File: src/rtl/seq_mult_pkg.sv
// Shared types and sizing helpers for the seq_mult shift-add multiplier.
package seq_mult_pkg;

  typedef enum logic [1:0] {
    IDLE = 2'd0,
    BUSY = 2'd1,
    DONE = 2'd2
  } seq_mult_state_t;

  function automatic int cnt_width(input int width);
    return $clog2(width);
  endfunction

endpackage

File: src/rtl/seq_mult_addsub.sv
// WIDTH+1-bit combinational add/subtract; the only arithmetic in seq_mult.
module seq_mult_addsub #(
  parameter int WIDTH = 4
) (
  input  logic [WIDTH:0] a,
  input  logic [WIDTH:0] b,
  input  logic           sub,
  output logic [WIDTH:0] s
);

  assign s = sub ? (a - b) : (a + b);

endmodule

File: src/rtl/seq_mult.sv
// Sequential shift-add multiplier, one multiplier bit per clock.
// Define SEQ_MULT_SIGNED_EN to add the per-operation two's-complement signed_mode port.
module seq_mult
  import seq_mult_pkg::*;
#(
  parameter int WIDTH = 4
) (
  input  logic               clk,
  input  logic               rst_n,
  input  logic               in_valid,
  output logic               in_ready,
  input  logic [WIDTH-1:0]   x,
  input  logic [WIDTH-1:0]   y,
`ifdef SEQ_MULT_SIGNED_EN
  input  logic               signed_mode,
`endif
  output logic               out_valid,
  input  logic               out_ready,
  output logic [2*WIDTH-1:0] p
);

  localparam int CW = cnt_width(WIDTH);

  // Handshake: a transfer happens on a rising edge where valid and ready are both 1.
  // in_ready and out_valid are pure decodes of the state register.
  seq_mult_state_t  state;
  logic [CW-1:0]    cnt;
  logic [WIDTH-1:0] mcand;
  logic [2*WIDTH:0] acc;
  logic             sgn;

  logic [WIDTH:0]   mcand_ext;
  logic [WIDTH:0]   addend;
  logic [WIDTH:0]   sum;
  logic             last;
  logic             fill;
  logic [2*WIDTH:0] acc_next;

  assign last      = (cnt == CW'(WIDTH - 1));
  assign mcand_ext = {sgn & mcand[WIDTH-1], mcand};
  assign addend    = acc[0] ? mcand_ext : '0;

  seq_mult_addsub #(.WIDTH(WIDTH)) u_addsub (
    .a   (acc[2*WIDTH:WIDTH]),
    .b   (addend),
    .sub (sgn & last),
    .s   (sum)
  );

  // Signed shifts replicate the guard bit; unsigned shifts bring in zero.
  assign fill     = sgn & sum[WIDTH];
  assign acc_next = {fill, sum, acc[WIDTH-1:1]};

  always_ff @(posedge clk) begin
    if (!rst_n) begin
      state <= IDLE;
      cnt   <= '0;
      mcand <= '0;
      acc   <= '0;
      sgn   <= 1'b0;
    end else begin
      case (state)
        IDLE: begin
          if (in_valid) begin
            mcand <= x;
            acc   <= {{(WIDTH+1){1'b0}}, y};
            cnt   <= '0;
`ifdef SEQ_MULT_SIGNED_EN
            sgn   <= signed_mode;
`else
            sgn   <= 1'b0;
`endif
            state <= BUSY;
          end
        end
        BUSY: begin
          acc <= acc_next;
          cnt <= cnt + 1'b1;
          if (last) state <= DONE;
        end
        DONE: begin
          if (out_ready) state <= IDLE;
        end
        default: state <= IDLE;
      endcase
    end
  end

  assign in_ready  = (state == IDLE);
  assign out_valid = (state == DONE);
  assign p         = acc[2*WIDTH-1:0];

endmodule
File: config.mk
export PLATFORM = sky130hd
export DESIGN_NAME = seq_mult
export DESIGN_NICKNAME = d
export VERILOG_FILES = /design/src/rtl/seq_mult_pkg.sv /design/src/rtl/seq_mult_addsub.sv /design/src/rtl/seq_mult.sv
export SDC_FILE = /design/constraint.sdc
export NUM_CORES = 1
export LEC_CHECK = 0
export BUFFER_PORTS_ARGS = -buffer_cell sky130_fd_sc_hd__clkbuf_2
export CAP_MARGIN = 20
export CORE_MARGIN = 2
export CORE_UTILIZATION = 50
export CTS_CLUSTER_SIZE = 14
export DETAILED_ROUTE_END_ITERATION = 10
export PLACE_DENSITY = 0.77
export SLEW_MARGIN = 0
export SYNTH_ARGS = -nofsm -noshare
export SYNTH_HDL_FRONTEND = slang
export SYNTH_SLANG_ARGS = --single-unit
File: constraint.sdc
create_clock -name clk -period 3.7 [get_ports clk]
set_clock_uncertainty 0.1 [all_clocks]
set_input_delay 0.185 -clock clk [delete_from_list [all_inputs] [get_ports clk]]
set_output_delay 0.185 -clock clk [all_outputs]
set_load 0.1 [all_outputs]
# Word level (Yosys, flattened, before mapping)
# Index checks and enable logic that the tools add are counted.
[classes]
eq_ne = 6
n_addsub = 2
reduce_logical = 5
n_mux = 9
[op_table]
columns = ["cell", "count"]
rows = [
  ["9-bit one-hot mux with 2 select lines", 1],
  ["9-bit two-way mux", 1],
  ["2-bit two-way mux", 4],
  ["2-bit one-hot mux with 3 select lines", 1],
  ["5-bit by 4-bit adder with 5-bit output", 1],
  ["2-bit equality test, second input constant", 2],
  ["4-bit two-way mux", 1],
  ["2-bit != test, second input constant", 2],
  ["2-bit one-hot mux with 2 select lines", 1],
  ["2-bit AND reduction", 2],
  ["3-bit AND reduction", 1],
  ["2-bit by 1-bit adder with 2-bit output, second input constant", 1],
  ["2-bit by 1-bit equality test with 1-bit output, second input constant", 1],
  ["2-bit logical NOT", 1],
  ["2-bit by 1-bit != test with 1-bit output, second input constant", 1],
  ["2-bit nonzero test", 1],
]
[word_totals]
register_bits = 17

# Depth between registers and ports, before layout
[depth]
depth_word = 3
ltp_mapped = 7
mapped_depth_nobuf = 7

# By module
# A second synthesis with hierarchy kept.
[unflattened]
hier_cells = 108
hier_area_um2 = 954.7
[modules_own_cells]
columns = ["mod", "seq_area_each_um2", "n_inst", "cells_per_inst", "area_per_inst_um2"]
rows = [
  ["seq_mult", 320.3, 1, 80, 724.4],
  ["seq_mult_addsub", 0.0, 1, 28, 230.2],
]

# Worst setup path after synthesis
# OpenSTA, ideal clock, no wires.
[synth_path]
kind = "register to register"
start = "register acc[0]"
end = "register acc[6]"
t_required_ns = 3.494
setup_slack_ns = 1.353
setup_time_ns = 0.106
t_arrival_ns = 2.141
path_stages_with_launch = 7
n_path_buf = 0
path_cell_list = "dfxtp_1 nand2_1 inv_1 ha_1 a21o_1 a2111o_1 o311ai_0"
[synth_via]
elab_chain_len = 3
[synth_lines]
columns = ["element", "line_no", "text"]
rows = [
  ["start: declaration", "seq_mult.sv:29", "logic [2*WIDTH:0] acc;"],
  ["start signal: assignment", "seq_mult.sv:66", "acc <= {{(WIDTH+1){1'b0}}, y};"],
  ["start signal: assignment", "seq_mult.sv:77", "acc <= acc_next;"],
  ["4-bit two-way mux", "seq_mult.sv:41", "assign addend = acc[0] ? mcand_ext : '0;"],
  ["5-bit by 4-bit adder with 5-bit output", "seq_mult_addsub.sv:11", "assign s = sub ? (a - b) : (a + b);"],
  ["9-bit one-hot mux with 2 select lines", "seq_mult.sv:62", "case (state)"],
]
# Every way passes these cells.
# A chain may end at the register's enable or synchronous reset.

# Worst setup path after layout
[layout_path]
start = "register acc[0]"
end = "register acc[7]"
# Same word-level chain as after synthesis.

==> metrics.md <==
| Metric | Value |
|---|---|
| CTS Buf Count | `3` |
| Residual DRC | `0` |
| Drt pass-1 iters | `4` |
| Worst-Margin Slew | `570.0 ps` |
| Top cells by area, synth | `dfxtp_1 (39%), nand2_1 (9.2%), ha_1 (7.7%)` |
| Worst-Skew Late Latency | `290 ps` |
| Post-CTS Resized | `0` |
| Starting density of the core | `53.45%` |
| Final core utilization | `62.07%` |
| RSZ-0062 raised after global routing | `false` |
| Share of Yosys cell area claimed by the top area cell type | `39.32%` |
| Synth cell types | `29` |
| Rows | `14` |
| Critical Path RT | `3810 ps` |
| Syn_area_per_cell | `8.228 sq um` |
| Core Box Area | `1524 sq um` |
| Pre-CTS WS | `1968 ps` |
| PnR worst setup slack | `1937 ps` |
| Die Width | `44.36 um` |
| DP Wirelength | `1241 um` |
| Final Max Tran Viols | `0` |
| WL final | `1664 um` |
| Postcts setup bufs | `0` |
| Syn Inst Count | `99` |
| Vias in the first global route | `665` |
| Worst Hold Class | `in -> reg` |
| Maximum vdd drop | `0.3329 mV` |
| Final period util | `47.66%` |
| Met3 usage | `2.449%` |
| Post-synthesis sequential area ratio | `39.32%` |
| Most common cell after layout, fill and taps aside | `clkbuf_2` |
| Via count | `734` |
| Largest area contributor in the netlist | `dfxtp_1` |
| Final global-route overflow total | `0` |
| Worst hold slack | `3.506 ps` |
| Hold-fix buffers, CTS | `0` |
| M2 GR Usage | `32.35%` |
| Critical path fanouts, max | `6` |
| DRT antenna net count | `0` |
| Status | `complete, no violations` |
| CTS HTree Levels | `1` |
| Final worst path period need | `1763 ps` |
| Multi-input gate area | `445.4 sq um` |
| TritonCTS clock tree | `yes` |
| WS Path Type | `reg -> reg` |
| Gr usage total | `19.24%` |
| Synthesized Nets | `117` |
| Die H | `44.36 um` |
| Worst-path clk slew | `100 ps` |
| Startpoint Class | `register` |
| Cell leakage power | `0.0004338 uW` |
| Syn-to-layout area delta | `16.13%` |
| Cell Area, Synth | `814.5 sq um` |
| Initial antenna violation count | `0` |
| Global-route wire length before repair | `2849 um` |
| Final setup fails | `0` |
| GRT busiest layer | `met2` |
| Share of cells above drive strength 1 | `22.69%` |
| Arrival time at the worst endpoint | `1870 ps` |
| Fin. Hold Viols | `0` |
| Root Buffer | `clkbuf_4` |
| Max-cap violations | `0` |
| Crit end category | `register` |
| DR iter-0 viols | `10` |
| Max_slew headroom | `62.00%` |
| Max Root-Sink Buffers | `2` |
| Die area | `1968 sq um` |
| Routability cong. | `0.8458` |
| Io pins | `22` |
| Max Freq | `567.1 MHz` |
| FF/Latch Area | `320.3 sq um` |
| IO buf count | `21` |
| Cell Pwr Density | `431.8 nW/um^2` |
| Fill cell count | `148` |
| WL/cell | `12.33 um` |
| Post-layout nets | `138` |
| Routed vias/inst | `5.437` |
| Clk sink count | `16` |
| Largest net degree at the start of global routing | `18` |
| Antenna cells | `0` |
| Yosys warns | `0` |
| Met1 usage | `25.82%` |
| FF+latch count, synth | `16` |
| Setup TNS | `0 ps` |
| Most frequent cells in the layout | `clkbuf_2 (21), nand2_1 (20), dfxtp_1 (16), a21oi_1 (10)` |
where the power goes:
part | internal (uW) | total (uW) | switching, uW
clock network | 59.9 | 116 | 55.9
logic | 22.7 | 101 | 78.5
registers | 183 | 191 | 8.46
total | 266 | 408 | 143
sequential cells by signal (all words and copies together), names as in the netlist:
name	count
acc	8
mcand	4
cnt	2
state	2
routing by layer:
layer  routed length, um  share of wire [%]
met5                   0                  0
met3                  82                4.9
met4                  22                1.3
met2                 789                 47
met1                 769                 46
synthesized netlist by cell type, drive strengths merged:
| master | n |
|---|---|
| o21ai | 5 |
| dfxtp | 16 |
| a31oi | 4 |
| o311ai | 1 |
| ha | 5 |
| nor2 | 4 |
| nand2b | 4 |
| and2 | 3 |
| nand3 | 4 |
| o21a | 1 |
| a2111o | 1 |
| nor2b | 2 |
| and2b | 1 |
| fa | 1 |
| a21o | 1 |
| buf | 3 |
| clkbuf | 2 |
| xnor2 | 1 |
| a22oi | 1 |
| nor3b | 1 |
| nand2 | 20 |
| nand4 | 1 |
| a21oi | 10 |
| inv | 5 |
| a211oi | 1 |
| or3b | 1 |
through the flow:
step | area, sq um | instances | power [uW]
after floorplan | 814.5 | 99 | 278.2
after global placement | 909.6 | 131 | 295.1
after detailed placement | 909.6 | 131 | 296.6
after CTS | 945.9 | 135 | 411.7
after global routing | 945.9 | 135 | 426.3
final | 945.9 | 135 | 408.5
cell type report:
cell class	instances	share of cell area, %
repair buffers	21	11.11
well taps	16	2.116
clock buffers	4	3.836
flip-flops and latches	16	33.86
inverters	5	1.984
multi-input cells	73	47.09
cells by family after synthesis:
| logic type | synth area share, % |
|---|---|
| simple gates | 25.04 |
| compound gates | 18.43 |
| flops | 39.32 |
| buf+inv | 5.990 |
| fa+ha+maj | 10.14 |
| xor+xnor | 1.075 |
final timing paths:
path | start | endpoint | slack, ps | cells after the start
worst max-delay path | acc[0] | acc[7] | 1940 | 7
worst min-delay path | x[3] | mcand[3] | 4 | 3
worst max register to register | acc[0] | acc[7] | 1940 | 7
worst min register to register | mcand[0] | mcand[0] | 360 | 2
critical path, cell delays in order (launching register included):
cell and delay (ps):
dfxtp_1 400, and2_1 150, ha_1 170, inv_1 60, fa_1 400, nor2b_1 140
o21ai_0 80, a211oi_1 190
No activity file was read; power rests on OpenSTA's default activity.
